### src/rtl/mult_div_unit_if.sv
// EX-stage multiply/divide bus: function code and operands in, stall request and HI/LO out.
interface mult_div_unit_if #(
    parameter int WIDTH   = 32,
    parameter int FUNCT_W = 6
);
    logic               en;
    logic [FUNCT_W-1:0] funct;
    logic               flush;
    logic [WIDTH-1:0]   operand_1;
    logic [WIDTH-1:0]   operand_2;
    logic               stall_req;
    logic [WIDTH-1:0]   hi;
    logic [WIDTH-1:0]   lo;

    modport master (output en, funct, flush, operand_1, operand_2,
                    input  stall_req, hi, lo);
    modport slave  (input  en, funct, flush, operand_1, operand_2,
                    output stall_req, hi, lo);
endinterface

### src/rtl/mult_div_unit.sv
// Iterative multiply (shift-add) / restoring divide with HI/LO registers.
// Define MDU_FAST_MULT_EN for a single-cycle multiplier; division stays iterative.
module mult_div_unit #(
    parameter int WIDTH = 32,
    parameter int CNT_W = 5
) (
    input  logic            clk,
    input  logic            rst,
    mult_div_unit_if.slave  bus
);
    localparam logic [5:0] FUNCT_MTHI  = 6'h11;
    localparam logic [5:0] FUNCT_MTLO  = 6'h13;
    localparam logic [5:0] FUNCT_MULT  = 6'h18;
    localparam logic [5:0] FUNCT_MULTU = 6'h19;
    localparam logic [5:0] FUNCT_DIV   = 6'h1A;
    localparam logic [5:0] FUNCT_DIVU  = 6'h1B;

    typedef enum logic [1:0] {S_IDLE, S_MUL, S_DIV, S_DONE} state_t;

    state_t               r_state, w_next;
    logic [CNT_W-1:0]     r_cnt;
    logic [2*WIDTH-1:0]   r_acc;
    logic [WIDTH-1:0]     r_opb;
    logic                 r_is_div, r_neg_q, r_neg_r;
    logic [WIDTH-1:0]     r_hi, r_lo;

    logic                 w_is_mul, w_is_div, w_signed, w_start;
    logic                 w_a_neg, w_b_neg, w_div_zero, w_div_ok;
    logic [WIDTH-1:0]     w_mag_a, w_mag_b;
    logic [WIDTH:0]       w_mul_sum, w_div_shift, w_div_diff;
    logic [2*WIDTH-1:0]   w_prod;
    logic [WIDTH-1:0]     w_rem, w_quo;

    assign w_is_mul   = (bus.funct == FUNCT_MULT) || (bus.funct == FUNCT_MULTU);
    assign w_is_div   = (bus.funct == FUNCT_DIV)  || (bus.funct == FUNCT_DIVU);
    assign w_signed   = (bus.funct == FUNCT_MULT) || (bus.funct == FUNCT_DIV);
    // rst gating keeps stall_req low while reset is held with a valid op on the bus
    assign w_start    = rst && bus.en && !bus.flush && (r_state == S_IDLE) && (w_is_mul || w_is_div);
    assign w_a_neg    = w_signed && bus.operand_1[WIDTH-1];
    assign w_b_neg    = w_signed && bus.operand_2[WIDTH-1];
    assign w_mag_a    = w_a_neg ? -bus.operand_1 : bus.operand_1;
    assign w_mag_b    = w_b_neg ? -bus.operand_2 : bus.operand_2;
    assign w_div_zero = (bus.operand_2 == '0);

    // MUL: acc = {partial, multiplier}; add multiplicand into the top half, shift right.
    assign w_mul_sum  = {1'b0, r_acc[2*WIDTH-1:WIDTH]} + (r_acc[0] ? {1'b0, r_opb} : '0);
    // DIV: acc = {remainder, dividend/quotient}; shift left, trial-subtract divisor.
    assign w_div_shift = {r_acc[2*WIDTH-1:WIDTH], r_acc[WIDTH-1]};
    assign w_div_diff  = w_div_shift - {1'b0, r_opb};
    assign w_div_ok    = !w_div_diff[WIDTH];

    assign w_prod = r_neg_q ? -r_acc : r_acc;
    assign w_rem  = r_neg_r ? -r_acc[2*WIDTH-1:WIDTH] : r_acc[2*WIDTH-1:WIDTH];
    assign w_quo  = r_neg_q ? -r_acc[WIDTH-1:0] : r_acc[WIDTH-1:0];

    assign bus.stall_req = w_start || (r_state == S_MUL) || (r_state == S_DIV);
    assign bus.hi        = r_hi;
    assign bus.lo        = r_lo;

    always_comb begin
        w_next = r_state;
        case (r_state)
            S_IDLE: if (w_start) begin
                if (w_is_div)
                    w_next = w_div_zero ? S_DONE : S_DIV;
                else
`ifdef MDU_FAST_MULT_EN
                    w_next = S_DONE;
`else
                    w_next = S_MUL;
`endif
            end
            S_MUL:   if (&r_cnt) w_next = S_DONE;
            S_DIV:   if (&r_cnt) w_next = S_DONE;
            S_DONE:  w_next = S_IDLE;
            default: w_next = S_IDLE;
        endcase
        if (bus.flush) w_next = S_IDLE;
    end

    always_ff @(posedge clk or negedge rst) begin
        if (!rst) r_state <= S_IDLE;
        else      r_state <= w_next;
    end

    always_ff @(posedge clk or negedge rst) begin
        if (!rst) begin
            r_cnt    <= '0;
            r_acc    <= '0;
            r_opb    <= '0;
            r_is_div <= 1'b0;
            r_neg_q  <= 1'b0;
            r_neg_r  <= 1'b0;
            r_hi     <= '0;
            r_lo     <= '0;
        end else begin
            case (r_state)
                S_IDLE: begin
                    if (w_start) begin
                        r_cnt    <= '0;
                        r_is_div <= w_is_div;
                        r_neg_q  <= w_a_neg ^ w_b_neg;
                        r_neg_r  <= w_a_neg;
                        if (w_is_div) begin
                            if (w_div_zero) begin
                                r_acc   <= {bus.operand_1, {WIDTH{1'b1}}};
                                r_neg_q <= 1'b0;
                                r_neg_r <= 1'b0;
                            end else begin
                                r_acc <= {{WIDTH{1'b0}}, w_mag_a};
                                r_opb <= w_mag_b;
                            end
                        end else begin
`ifdef MDU_FAST_MULT_EN
                            r_acc <= {{WIDTH{1'b0}}, w_mag_a} * {{WIDTH{1'b0}}, w_mag_b};
`else
                            r_acc <= {{WIDTH{1'b0}}, w_mag_b};
                            r_opb <= w_mag_a;
`endif
                        end
                    end else if (bus.en && !bus.flush) begin
                        if (bus.funct == FUNCT_MTHI) r_hi <= bus.operand_1;
                        if (bus.funct == FUNCT_MTLO) r_lo <= bus.operand_1;
                    end
                end
                S_MUL: begin
                    r_acc <= {w_mul_sum, r_acc[WIDTH-1:1]};
                    r_cnt <= r_cnt + 1'b1;
                end
                S_DIV: begin
                    r_acc <= {w_div_ok ? w_div_diff[WIDTH-1:0] : w_div_shift[WIDTH-1:0],
                              r_acc[WIDTH-2:0], w_div_ok};
                    r_cnt <= r_cnt + 1'b1;
                end
                S_DONE: if (!bus.flush) begin
                    if (r_is_div) begin
                        r_hi <= w_rem;
                        r_lo <= w_quo;
                    end else begin
                        r_hi <= w_prod[2*WIDTH-1:WIDTH];
                        r_lo <= w_prod[WIDTH-1:0];
                    end
                end
                default: ;
            endcase
        end
    end
endmodule

### src/flat_wrapper.sv
// flat-port wrapper written by rule: the top's interface ports become plain ports
module mult_div_unit_flat 
#(
    parameter int WIDTH = 32,
    parameter int CNT_W = 5
)
  (clk, rst, bus_en, bus_funct, bus_flush, bus_operand_1, bus_operand_2, bus_stall_req, bus_hi, bus_lo);
  mult_div_unit_if #(.WIDTH(WIDTH), .FUNCT_W(6)) bus_i ();
  input  logic clk;
  input  logic rst;
  input wire logic [$bits(bus_i.en)-1:0] bus_en;
  input wire logic [$bits(bus_i.funct)-1:0] bus_funct;
  input wire logic [$bits(bus_i.flush)-1:0] bus_flush;
  input wire logic [$bits(bus_i.operand_1)-1:0] bus_operand_1;
  input wire logic [$bits(bus_i.operand_2)-1:0] bus_operand_2;
  output wire logic [$bits(bus_i.stall_req)-1:0] bus_stall_req;
  output wire logic [$bits(bus_i.hi)-1:0] bus_hi;
  output wire logic [$bits(bus_i.lo)-1:0] bus_lo;
  assign bus_i.en = bus_en;
  assign bus_i.funct = bus_funct;
  assign bus_i.flush = bus_flush;
  assign bus_i.operand_1 = bus_operand_1;
  assign bus_i.operand_2 = bus_operand_2;
  assign bus_stall_req = bus_i.stall_req;
  assign bus_hi = bus_i.hi;
  assign bus_lo = bus_i.lo;
  mult_div_unit #(.WIDTH(WIDTH), .CNT_W(CNT_W)) u_core (.clk(clk), .rst(rst), .bus(bus_i));
endmodule
### config.mk
export PLATFORM = sky130hd
export DESIGN_NAME = mult_div_unit_flat
export DESIGN_NICKNAME = d
export VERILOG_FILES = /design/src/rtl/mult_div_unit_if.sv /design/src/rtl/mult_div_unit.sv /design/src/flat_wrapper.sv
export SDC_FILE = /design/constraint.sdc
export NUM_CORES = 1
export LEC_CHECK = 0
export BUFFER_PORTS_ARGS = -buffer_cell sky130_fd_sc_hd__buf_2
export CORE_MARGIN = 2
export CORE_UTILIZATION = 28
export DETAILED_ROUTE_END_ITERATION = 10
export MAX_ROUTING_LAYER = met4
export SETUP_SLACK_MARGIN = 0.05
export SYNTH_ARGS = -nofsm -noshare
export SYNTH_HDL_FRONTEND = slang
export SYNTH_SLANG_ARGS = --single-unit
### constraint.sdc
create_clock -name clk -period 7.3 [get_ports clk]
set_clock_uncertainty 0.1 [all_clocks]
set_input_delay 1.095 -clock clk [delete_from_list [all_inputs] [get_ports clk]]
set_output_delay 1.095 -clock clk [all_outputs]
set_load 0.01 [all_outputs]
==> flow_summary.ini <==
[synthesis]
synth.distinct_cells = 88
syn_inst = 2085
synth-edff-count = 0
ys.flop_type = dfrtp_1
synth_seq_cells = 170
async_reset_ff_share_pct = 100
synth_top_area_share_pct = 26.7
synth_top_area_cell = dfrtp_1
synth_most_common_cell = a21oi_1
synth_fp_nets = 2235
syn_avg_cell_area_sq_um = 7.63
ys_warn_count = 0
yosys-top-cells-area = dfrtp_1 27%, a21oi_1 7.0%, ha_1 5.8%, xnor2_1 5.1%, nand2_1 4.9%
netlist_top_cells_count = 222 x a21oi_1, 207 x nand2_1, 194 x nor2_1, 170 x dfrtp_1, 136 x o21ai_0
synth_area_sq_um = 15900
yosysSeqAreaShare_pct = 26.7

[die]
fp.dieW_um = 242
num_rows = 87
core_sq_um = 56300
start_util_pct = 28.3
pin_count = 139
die_h_um = 242
dieArea_sq_um = 58800

[sta]
fmax_mhz = 224
fin_setup_tns_ns = 0
finalCriticalPeriod_ns = 4.45
finalSetupViolCount = 0
hold_viol_final = 0
worst_pin_slew_ns = 0.943
slew_headroom_pct = 37.0
finalCritPeriodShare_pct = 61.0
slew_violations = 0
rsz0062_at_grt = no

[min_path]
hold_path.class = register to register

[power_and_ir_drop]
leakage_nw = 7.62
p_int_mw = 2.75
pwr-share-seq_pct = 29.9
p_clk_share_pct = 15.5
switchingPower_mw = 2.90
ir_worst_vdd_mv = 0.204
comb_power_share_pct = 54.6
switching_share_pct = 51.3
p_per_area_nw_per_um2 = 318

[setup_path]
worstReg2RegStart = u_core.r_acc[31]$_DFFE_PN0P_
worstRegToRegCells = 13
startpoint = u_core.r_acc[31]$_DFFE_PN0P_
critical_path.max_fanout = 13
rr_endpoint = u_core.r_acc[39]$_DFFE_PN0P_
cp.required_ns = 7.52
startpoint_type = register
cp_data_arrival_time_ns = 4.68
endpoint_kind = register
cp-endpoint = u_core.r_acc[39]$_DFFE_PN0P_
path_class = register to register
r2r_slack_ns = 2.85

[cts]
numCtsBuffers = 17
cts_root_buf = clkbuf_16
cts-htree-levels = 4
clk_pin_slew_ns = 0.07
cts_tree = done
worstSkewPairLatency_ns = 0.46
cts_hold_buffers = 0
cts_setup_buffers = 0
cts_sinks = 170
clockBufferDepth = 2
cts_resized = 0

[finish]
seqCellArea_sq_um = 4250
drive_gt1_share_pct = 11.1
syn2layout_area_growth_pct = 11.8
multi_input_area_sq_um = 10900
nets = 2268
fillCellCount = 6047
fin_cells = 2888

[global_routing]
overflow = 0
grt_pass1_vias = 15600
antenna_found_initial = 2
grt_pass1_wl_um = 101000
grt_max_degree = 143
track_usage_pct = 23.0

[drt]
drt-initial-drc-count = 1781
wirelength_um = 67600
via_count = 16800
drtAntennaViolNets = 0
firstDrtPassIters = 6
drcViolationCount = 0
viasPerCell = 5.83
wl_per_cell_um = 23.4

[place]
dp_cells = 2855
port_buffers = 138
dpl.hpwl_um = 52300
gp_congestion = 0.962

[run]
maxCapViolations = 0

[run_status]
status = complete, no violations
## state kept, by name (all words and copies together), names as in the netlist
register / count
u_core.bus.hi: 32
u_core.bus.lo: 32
u_core.r_acc: 64
u_core.r_cnt: 5
u_core.r_is_div: 1
u_core.r_neg_q: 1
u_core.r_neg_r: 1
u_core.r_opb: 32
u_core.r_state: 2
## final cells by class
class / count / area share [%]
diodes: 1 / 0.0141
clock buffers: 18 / 2.41
clock inverters: 14 / 0.619
inverters: 69 / 1.46
multi-input cells: 1696 / 61.2
flip-flops and latches: 170 / 23.9
well taps: 756 / 5.32
repair buffers: 164 / 5.08
## routing by layer
metal | wire length, um | GRT usage, %
met5 | 0 | -
met4 | 2310 | 7.73
met3 | 5470 | 4.08
met2 | 30400 | 34.9
met1 | 29400 | 30.7
## worst max-delay path, cell delays in order, from the launching register on
cell,delay [ns]
dfrtp_1,0.51
inv_1,0.15
ha_1,0.23
fa_1,0.41
nand2b_1,0.19
a21oi_1,0.29
o21ai_1,0.21
o211ai_1,0.31
a21oi_1,0.20
xnor2_2,0.63
buf_4,0.32
mux2_1,0.35
a221oi_1,0.31
o21ai_1,0.11
## through the flow
stage	setup WS (ns)	hold WS (ns)	util (%)	total power, mW	area [sq um]
after detailed placement	2.49	0.367	30.7	4.71	17300
after CTS	2.90	0.383	31.6	5.60	17800
after floorplan	3.82	0.350	-	3.64	15900
final	2.85	0.381	31.6	5.66	17800
after global routing	2.53	0.390	31.6	6.00	17800
after global placement	2.56	0.359	30.7	4.68	17300
## cells in the final DEF (no fill, tap or decap), drive strengths merged, types with 42 or more instances in the layout
| master | n |
|---|---|
| a211oi | 64 |
| a21o | 66 |
| a21oi | 222 |
| buf | 164 |
| dfrtp | 170 |
| ha | 74 |
| inv | 75 |
| nand2 | 207 |
| nand3 | 42 |
| nor2 | 194 |
| nor3 | 46 |
| o21ai | 186 |
| xnor2 | 92 |
| xor2 | 82 |
## how the worst min path moves through the flow
stage	startpoint	end	slack [ns]	cells after the start
2_1_floorplan	u_core.r_opb[11]$_DFFE_PN0P_	u_core.r_opb[11]$_DFFE_PN0P_	0.35	2
3_3_place_gp	u_core.bus.lo[12]$_DFFE_PN0P_	u_core.bus.lo[12]$_DFFE_PN0P_	0.36	1
3_5_place_dp	u_core.bus.lo[2]$_DFFE_PN0P_	u_core.bus.lo[2]$_DFFE_PN0P_	0.37	1
4_1_cts	u_core.bus.lo[2]$_DFFE_PN0P_	u_core.bus.lo[2]$_DFFE_PN0P_	0.38	1
5_1_grt	u_core.bus.hi[10]$_DFFE_PN0P_	u_core.bus.hi[10]$_DFFE_PN0P_	0.39	1
6_report	u_core.bus.lo[2]$_DFFE_PN0P_	u_core.bus.lo[2]$_DFFE_PN0P_	0.38	1
## power groups by stage
stage / Clock (mW) / Combinational (mW) / Sequential, mW
finish: 0.875 / 3.09 / 1.69
global route: 0.925 / 3.36 / 1.71
CTS: 0.882 / 3.04 / 1.67
detailed placement: 0 / 3.02 / 1.69
global placement: 0 / 2.99 / 1.68
floorplan: 0 / 2.24 / 1.40
## logic make-up after synthesis
| logic type | Yosys count | share of synthesized area (%) |
|---|---|---|
| AOI/OAI and AO/OA | 752 | 29.9 |
| xor gates and xnor gates | 174 | 9.58 |
| adders and majority gates | 76 | 6.07 |
| buffers and inverters | 219 | 5.32 |
| DFF | 170 | 26.7 |
| muxes | 37 | 2.44 |
| and+or+nand+nor | 657 | 19.9 |
Power figures use the tool's default switching activity.
